## config.mk

```make
export PLATFORM = sky130hd
export DESIGN_NAME = serial_addsub
export DESIGN_NICKNAME = d
export VERILOG_FILES = /design/src/rtl/addsub_pkg.sv /design/src/rtl/addsub_bit.sv /design/src/rtl/serial_addsub.sv
export SDC_FILE = /design/constraint.sdc
export NUM_CORES = 1
export LEC_CHECK = 0
export ABC_AREA = 1
export CAP_MARGIN = 20
export CELL_PAD_IN_SITES_DETAIL_PLACEMENT = 0
export CELL_PAD_IN_SITES_GLOBAL_PLACEMENT = 1
export CORE_AREA = 8 8 79 94
export CTS_BUF_LIST = sky130_fd_sc_hd__clkbuf_8
export DETAILED_ROUTE_END_ITERATION = 7
export DIE_AREA = 0 0 87 102
export GPL_TIMING_DRIVEN = 0
export PLACE_DENSITY_LB_ADDON = 0.3
export SLEW_MARGIN = 40
export SYNTH_ARGS = -nofsm -noshare
export SYNTH_HDL_FRONTEND = slang
export SYNTH_SLANG_ARGS = --single-unit
```

## constraint.sdc

```tcl
create_clock -name clk -period 3.8 [get_ports clk]
set_clock_uncertainty 0.1 [all_clocks]
set_input_delay 1.14 -clock clk [delete_from_list [all_inputs] [get_ports clk]]
set_output_delay 1.14 -clock clk [all_outputs]
set_load 0.01 [all_outputs]
```

## src/rtl/addsub_pkg.sv

```systemverilog
// Shared definitions for the bit-serial adder/subtractor and its 1-bit cell.
package addsub_pkg;

    // FSM state encoding (plain constants so legacy tools can consume them)
    localparam logic [1:0] S_IDLE = 2'd0;
    localparam logic [1:0] S_RUN  = 2'd1;
    localparam logic [1:0] S_DONE = 2'd2;

    // Operation select
    localparam logic MODE_ADD = 1'b0;
    localparam logic MODE_SUB = 1'b1;

    // Result of one bit slice: sum/difference bit and carry/borrow out
    typedef struct packed {
        logic s;
        logic cout;
    } bit_res_t;

    // One full add/sub step. For subtraction cin/cout are borrows, not carries.
    function automatic bit_res_t addsub_step(input logic x, input logic y,
                                             input logic cin, input logic mode);
        bit_res_t r;
        logic     p;
        p   = x ^ y;
        r.s = p ^ cin;
        if (mode == MODE_SUB) begin
            r.cout = (~x & y) | (cin & ~p);
        end else begin
            r.cout = (x & y) | (cin & p);
        end
        return r;
    endfunction

endpackage

```

## src/rtl/addsub_bit.sv

```systemverilog
// Combinational 1-bit full adder/subtractor cell.
// mode=0: s = x+y+cin, cout = carry. mode=1: s = x-y-cin, cout = borrow.
module addsub_bit
    import addsub_pkg::*;
(
    input  logic x,
    input  logic y,
    input  logic cin,
    input  logic mode,
    output logic s,
    output logic cout
);

    bit_res_t res;

    // Evaluate the single bit slice
    always_comb begin
        res  = addsub_step(x, y, cin, mode);
        s    = res.s;
        cout = res.cout;
    end

endmodule

```

## src/rtl/serial_addsub.sv

```systemverilog
// Bit-serial adder/subtractor: one bit per clock, LSB first, through a single
// addsub_bit cell and a carry/borrow flip-flop. WIDTH+1 cycles from start to done.
module serial_addsub
    import addsub_pkg::*;
#(
    parameter int unsigned WIDTH = 8,
    parameter int unsigned CNT_W = $clog2(WIDTH)
) (
    input  logic             clk,
    input  logic             rst_n,
    input  logic             start,
    input  logic             mode,
    input  logic [WIDTH-1:0] a,
    input  logic [WIDTH-1:0] b,
    output logic             busy,
    output logic             done,
    output logic [WIDTH-1:0] result,
    output logic             carry_borrow
);

    localparam logic [CNT_W-1:0] LAST_BIT = CNT_W'(WIDTH - 1);

    logic [1:0]       state_q, state_d;
    logic [CNT_W-1:0] cnt_q, cnt_d;
    logic [WIDTH-1:0] a_sh_q, a_sh_d;
    logic [WIDTH-1:0] b_sh_q, b_sh_d;
    logic [WIDTH-1:0] res_sh_q, res_sh_d;
    logic [WIDTH-1:0] result_q, result_d;
    logic             mode_q, mode_d;
    logic             c_q, c_d;
    logic             cb_q, cb_d;

    logic             bit_s;
    logic             bit_cout;
    logic [WIDTH-1:0] res_next;

    // The only arithmetic in the datapath: operates on the current LSBs
    addsub_bit u_bit (
        .x    (a_sh_q[0]),
        .y    (b_sh_q[0]),
        .cin  (c_q),
        .mode (mode_q),
        .s    (bit_s),
        .cout (bit_cout)
    );

    // Result bits enter at the MSB so the word is aligned after WIDTH shifts
    always_comb begin
        res_next = {bit_s, res_sh_q[WIDTH-1:1]};
    end

    // Next-state logic for FSM, counter, shift registers and visible outputs
    always_comb begin
        state_d  = state_q;
        cnt_d    = cnt_q;
        a_sh_d   = a_sh_q;
        b_sh_d   = b_sh_q;
        res_sh_d = res_sh_q;
        result_d = result_q;
        mode_d   = mode_q;
        c_d      = c_q;
        cb_d     = cb_q;

        case (state_q)
            S_IDLE, S_DONE: begin
                state_d = S_IDLE;
                // A start in DONE is treated exactly like one in IDLE
                if (start) begin
                    state_d  = S_RUN;
                    a_sh_d   = a;
                    b_sh_d   = b;
                    mode_d   = mode;
                    cnt_d    = '0;
                    c_d      = 1'b0;
                    res_sh_d = '0;
                end
            end
            S_RUN: begin
                a_sh_d   = a_sh_q >> 1;
                b_sh_d   = b_sh_q >> 1;
                res_sh_d = res_next;
                c_d      = bit_cout;
                cnt_d    = cnt_q + CNT_W'(1);
                if (cnt_q == LAST_BIT) begin
                    state_d = S_DONE;
                    // Visible outputs change only here, never mid-operation
                    result_d = res_next;
                    cb_d     = bit_cout;
                end
            end
            default: begin
                state_d = S_IDLE;
            end
        endcase
    end

    // State registers; async reset aborts any operation in flight
    always_ff @(posedge clk or negedge rst_n) begin
        if (!rst_n) begin
            state_q  <= S_IDLE;
            cnt_q    <= '0;
            a_sh_q   <= '0;
            b_sh_q   <= '0;
            res_sh_q <= '0;
            result_q <= '0;
            mode_q   <= MODE_ADD;
            c_q      <= 1'b0;
            cb_q     <= 1'b0;
        end else begin
            state_q  <= state_d;
            cnt_q    <= cnt_d;
            a_sh_q   <= a_sh_d;
            b_sh_q   <= b_sh_d;
            res_sh_q <= res_sh_d;
            result_q <= result_d;
            mode_q   <= mode_d;
            c_q      <= c_d;
            cb_q     <= cb_d;
        end
    end

    // Status and result outputs decoded straight from registers
    always_comb begin
        busy         = (state_q == S_RUN);
        done         = (state_q == S_DONE);
        result       = result_q;
        carry_borrow = cb_q;
    end

endmodule
```

==> run summary, run 1 <==
Syn Inst Count: 224
CP arrival: 1730 ps
Post-DP Area: 0.00229 mm²
num rows: 31
clock latency on the worst-skew pair: 290 ps
final WL: 4.04 mm
worst hold slack: 381 ps
number of global-route vias before repair: 1539
status: finished, final reports clean
Num CTS Buffers: 5
launch point of the worst reg-to-reg path: cnt_q[0]
hold path endpoint: result[1]
most area-consuming cells after synthesis: dfrtp_1 52%, nand2_1 15%, inv_1 7.7%, nand3_1 7.4%, o21ai_2 3.7%
DIE AREA: 0.00887 mm²
hold buffer count at cts: 0
# diodes: 0
post_cts resized: 0
Seq/Total Area, Yosys: 51.7%
dpl hpwl: 2.91 mm
Total GRT Usage: 10.1%
Core Footprint: 0.00593 mm²
Post-Synth Adder-Cell Area: 3.44%
Syn Nets: 248
CP Class: register to output port
CP Data Required Time: 2560 ps
Fmax achieved: 337 MHz
Crit Path Max Fanout: 10
flops & latches, synth: 39
Worst Tran Pin Value: 512 ps
Reg2Reg Depth: 6
grt met1 use: 12.8%
filler cell count: 622
share of cells above drive strength 1: 12.2%
mean post-synth cell area: 8.43 µm²
R2R Setup Slk: 2350 ps
min-delay worst type: register to register
Final TNS setup: 0 ps
Syn Std Cell Area: 0.00189 mm²
Tmin final: 2970 ps
Final nets: 285
DR DRC count: 0
largest net degree at the start of global routing: 40
RR Endpoint: carry_borrow
die height: 102 µm
final instance area: 0.00237 mm²
met3 Usage GRT: 2.49%
crit share post-route: 78.1%
grt total ovfl: 0
endpoints failing setup: 0
Yosys warning count: 0
GR Layer Usage met2: 16.2%
H-Tree Depth: 2
worst relative slew slack: 65.9%
CTS sink cnt: 39
startpoint types: register
DR vias: 1457
Iter 0 DRT Violations: 66
number of port buffers: 30
hold path startpoint: result[1]
postcts setup bufs: 0
Initial DRT Pass Iterations: 4
post-route ant nets: 0
WL/cell: 11.7 µm
Leak: 1.24 nW
Die Wd: 87 µm
CTS max path bufs: 2
RSZ-0062 raised after global routing: false
area leader, netlist: dfrtp_1
# IOs: 31
Max-cap violations: 0
area grow syn2layout: 25.5%
top cell type's share of synthesized area: 51.7%
crit end category: output port
Core Util, Final: 40.0%
post-synthesis mux area share: 0%
Final Hold Fails: 0
grt peak-use layer: met2
Synth cell types: 20
drt via density: 4.24
GPL Wtd Cong: 0.730
main combinational cell family by area after synthesis: simple AND/OR/NAND/NOR gates
first-pass GRT wire length: 7.12 mm
Synth Area in Compound Gates: 7.28%
Max Slew Vio Count: 0
simple logic cell fraction of the synthesized area: 25.2%
TritonCTS clock tree: done
Initial Util: 31.8%
Reg clk slew, reported paths: 70 ps
power density over the cells: 813 mW/mm²
Synth Area in XOR/XNOR: 0%
hold depth: 2
initial antenna violation count: 0
CTS root buffer: clkbuf_8
maximum VDD drop: 0.271 mV
## per-stage QoR
stage,worst slack (ps),power (mW),std cells
after floorplan,1710,1.38,224
after global placement,439,1.67,336
after detailed placement,1120,1.69,336
after CTS,798,1.97,344
after global routing,740,2.13,344
final,834,1.93,344
## worst max-delay path: stages (launching register included)
cell,delay [ps]
dfrtp_1,320
buf_4,170
inv_4,50
nor2_4,140
buf_4,200
clkdlybuf4s50_1,560
## placed cells by master, fill, tap and decap left out, drive strengths merged
cell type	count
clkdlybuf4s50	29
o21ai	19
ha	2
fa	2
nor2	3
clkbuf	5
inv	44
a21oi	1
o211ai	1
nand2	78
dfrtp	39
clkinv	1
buf	10
nand3	28
## how the worst max path moves through the flow
| stage | cells after the start | end | startpoint |
|---|---|---|---|
| floorplan | 3 | done | state_q[0] |
| global placement | 1 | carry_borrow | rst_n |
| detailed placement | 5 | busy | state_q[0] |
| CTS | 5 | busy | state_q[0] |
| global route | 4 | done | state_q[1] |
| finish | 5 | busy | state_q[0] |
## where the power goes
part | total (mW) | internal [mW] | switching (mW)
combinational | 0.942 | 0.408 | 0.534
sequential | 0.720 | 0.613 | 0.107
clock | 0.267 | 0.124 | 0.143
total | 1.93 | 1.14 | 0.785
## routing by layer
layer | vias up | part of all wire, %
met5 | - | 0
met4 | 0 | 0.84
met3 | 2 | 4.4
met2 | 29 | 49
met1 | 670 | 46
li1 | 756 | -
## area by class of cell
| class | instances | area [µm²] | area share [%] |
|---|---|---|---|
| Buffer | 9 | 71.3 | 3.01 |
| Clock buffer | 5 | 68.8 | 2.90 |
| Clock inverter | 3 | 12.5 | 0.528 |
| Inverter | 42 | 163 | 6.86 |
| Multi-Input combinational cell | 134 | 679 | 28.7 |
| Sequential cell | 39 | 976 | 41.2 |
| Tap cell | 82 | 103 | 4.33 |
| Timing Repair Buffer | 30 | 298 | 12.6 |
## cell families after synthesis
family | Yosys count
adders and majority gates | 4
DFF | 39
buffers and inverters | 51
AOI/OAI and AO/OA | 21
and+or+nand+nor | 109
## state kept, by name, summed over array words and instances (netlist names)
signal        count
result            8
mode_q            1
b_sh_q            8
state_q           2
c_q               1
cnt_q             3
res_sh_q          7
a_sh_q            8
carry_borrow      1
## synth_stat cells (all sizes together)
cell / count
inv: 42
buf: 9
dfrtp: 39
fa: 2
ha: 2
o211ai: 1
nand2: 78
o21ai: 19
nand3: 28
nor2: 3
a21oi: 1
No activity file was read; power rests on OpenSTA's default activity.
==> run 2, diff against run 1 <==
==> constraint.sdc (replaced) <==
create_clock -name clk -period 2.6 [get_ports clk]
set_clock_uncertainty 0.1 [all_clocks]
set_input_delay 0.78 -clock clk [delete_from_list [all_inputs] [get_ports clk]]
set_output_delay 0.78 -clock clk [all_outputs]
set_load 0.01 [all_outputs]
==> run 2 against run 1 <==
Largest cell class unchanged. Worst setup slack lost 570 ps. Utilization shrank 0.063 points. Routed wire length shrank 0.62%. Global-route usage shrank 0.068 points. Sequential power grew 46%. Clock power grew 46%. Highest routed layer unchanged.
==> run summary, run 2 (synthesis gave the netlist of run 1 again) <==
Num CTS Buffers: 5 (unchanged)
CP Depth: 5 (unchanged)
dpl hpwl: 2.91 mm (unchanged)
postcts setup bufs: 0 (unchanged)
H-Tree Depth: 2 (unchanged)
CTS max path bufs: 2 (unchanged)
Fmax achieved: 428 MHz
final instance area: 0.00237 mm² (about the same)
Top delay family on crit path: buffers and inverters (unchanged)
number of global-route vias before repair: 1526 (was 1539)
highest cell delay on the worst timing path: 320 ps (was 560 ps)
R2R Setup Slk: 1090 ps (was 2350 ps)
launch point of the worst reg-to-reg path: state_q[1] (was cnt_q[0])
WL/cell: 11.7 µm (about the same)
Max Slew Vio Count: 0 (unchanged)
crit-path most repeated cell: buf_4 (unchanged)
drt via density: 4.24 (about the same)
Reg clk slew, reported paths: 80 ps (was 70 ps)
Core Footprint: 0.00593 mm² (unchanged)
Tot Pwr: 2.81 mW (was 1.93 mW)
Final nets: 284 (was 285)
worst relative slew slack: 66.2% (was 65.9%)
crit end category: output port (unchanged)
Tmin final: 2340 ps
Final TNS setup: 0 ps (unchanged)
Leak: 1.26 nW (was 1.24 nW)
worst hold slack: 362 ps (was 381 ps)
worst path bufs/invs: 4 (unchanged)
crit share post-route: 89.8%
GR Layer Usage met2: 16.0% (was 16.2%)
Reg2Reg Depth: 7 (was 6)
Final Hold Fails: 0 (unchanged)
hold buffer count at cts: 0 (unchanged)
worst setup path startpoint: state_q[0] (unchanged)
TritonCTS clock tree: done (unchanged)
GPL Wtd Cong: 0.730 (unchanged)
DIE AREA: 0.00887 mm² (unchanged)
DR DRC count: 0 (unchanged)
CP arrival: 1460 ps (was 1730 ps)
endpoints failing setup: 0 (unchanged)
Die Wd: 87 µm (unchanged)
status: finished, final reports clean (unchanged)
Initial Util: 31.8% (unchanged)
power density over the cells: 1190 mW/mm² (was 813 mW/mm²)
largest net degree at the start of global routing: 40 (unchanged)
Crit Path Max Fanout: 10 (unchanged)
CP Data Required Time: 1720 ps (was 2560 ps)
startpoint types: register (unchanged)
Initial DRT Pass Iterations: 4 (unchanged)
grt peak-use layer: met2 (unchanged)
Iter 0 DRT Violations: 70 (was 66)
Post-DP Area: 0.00229 mm² (unchanged)
# diodes: 0 (unchanged)
share of cells above drive strength 1: 11.9% (was 12.2%)
Setup crit end: busy (unchanged)
clock latency on the worst-skew pair: 290 ps (about the same)
# IOs: 31 (unchanged)
area grow syn2layout: 25.3% (was 25.5%)
CTS root buffer: clkbuf_8 (unchanged)
maximum VDD drop: 0.375 mV (was 0.271 mV)
Worst Tran Pin Value: 507 ps (was 512 ps)
filler cell count: 625 (was 622)
num rows: 31 (unchanged)
initial antenna violation count: 0 (unchanged)
met3 Usage GRT: 2.49% (unchanged)
first-pass GRT wire length: 7.06 mm (was 7.12 mm)
slowest cell on the critical path: dfrtp_1 (was clkdlybuf4s50_1)
RR Endpoint: c_q (was carry_borrow)
Total GRT Usage: 10.1% (about the same)
number of port buffers: 30 (unchanged)
CTS sink cnt: 39 (unchanged)
final WL: 4.01 mm (was 4.04 mm)
RSZ-0062 raised after global routing: false (unchanged)
post-route ant nets: 0 (unchanged)
grt total ovfl: 0 (unchanged)
DR vias: 1453 (was 1457)
most frequent cells in the layout: 74 x nand2_1, 41 x inv_1, 39 x dfrtp_1, 28 x nand3_1, 27 x clkdlybuf4s50_1 (was 74 x nand2_1, 41 x inv_1, 39 x dfrtp_1, 29 x clkdlybuf4s50_1, 28 x nand3_1)
min-delay worst type: input pin to asynchronous set/reset pin (was register to register)
Max-cap violations: 0 (unchanged)
most common cell after layout, fill and taps aside: nand2_1 (unchanged)
grt met1 use: 12.8% (unchanged)
CP Class: register to output port (unchanged)
crit-path cells: buf_4, inv_4, nor2_4, buf_4, dlygate4sd2_1 (was buf_4, inv_4, nor2_4, buf_4, clkdlybuf4s50_1)
die height: 102 µm (unchanged)
-- run 2: cell count changes in the layout (fill, tap and decap cells not counted) --
cell             previous run  this run
dlygate4sd2_1               0         1
dlymetal6s2s_1              0         1
clkdlybuf4s50_1            29        27
buf_2                       3         2
-- run 2: how the worst min path moves through the flow --
stage / slack (ps) / to / start / cells after the start
5_1_grt: 400 / b_sh_q[1] / rst_n / 1
2_1_floorplan: 350 / cnt_q[1] / cnt_q[1] / 2
3_3_place_gp: 360 / cnt_q[2] / cnt_q[2] / 2
3_5_place_dp: 370 / a_sh_q[3] / a_sh_q[3] / 2
4_1_cts: 370 / b_sh_q[1] / rst_n / 1
6_report: 360 / b_sh_q[1] / rst_n / 1
-- run 2: layout make-up --
class	instances	area, µm²	area share, %
clock inverter	3	12.5	0.529
buffer	8	66.3	2.80
multi-input combinational	134	679	28.7
timing repair buffer	30	299	12.6
sequential	39	976	41.2
tap	82	103	4.33
inverter	42	163	6.87
clock buffer	5	68.8	2.91
-- run 2: per-layer routing --
metal | wire length [µm] | share of wire [%]
met5 | 0 | 0
met4 | 34 | 0.85
met3 | 151 | 3.8
met2 | 1950 | 48
met1 | 1880 | 47
-- run 2: timing repair --
item | 4_1_cts | 5_1_grt
resized for setup | 1 | 1
setup endpoints to repair | 2 | 1
hold endpoints to repair | 0 | 0
-- run 2: power breakdown --
| group | internal (mW) | total (mW) | switching, mW |
|---|---|---|---|
| sequential | 0.895 | 1.05 | 0.156 |
| combinational | 0.586 | 1.37 | 0.781 |
| clock | 0.181 | 0.390 | 0.209 |
| total | 1.66 | 2.81 | 1.15 |
-- run 2: through the flow --
step	std cells	util, %	setup slack (ps)
after detailed placement	336	38.6	283
final	343	39.9	264
after global placement	336	38.6	-401
after CTS	343	39.8	2.21
after floorplan	224	-	872
after global routing	343	39.9	178
==> run 3, diff against run 2 <==
--- a/config.mk
+++ b/config.mk
@@ -13,6 +13,7 @@
 export CTS_BUF_LIST = sky130_fd_sc_hd__clkbuf_8
 export DETAILED_ROUTE_END_ITERATION = 7
 export DIE_AREA = 0 0 87 102
+export GPL_ROUTABILITY_DRIVEN = 0
 export GPL_TIMING_DRIVEN = 0
 export PLACE_DENSITY_LB_ADDON = 0.3
 export SLEW_MARGIN = 40
==> results of run 3 <==
Same layout as run 2: the final DEF is identical, and so are final timing and power.
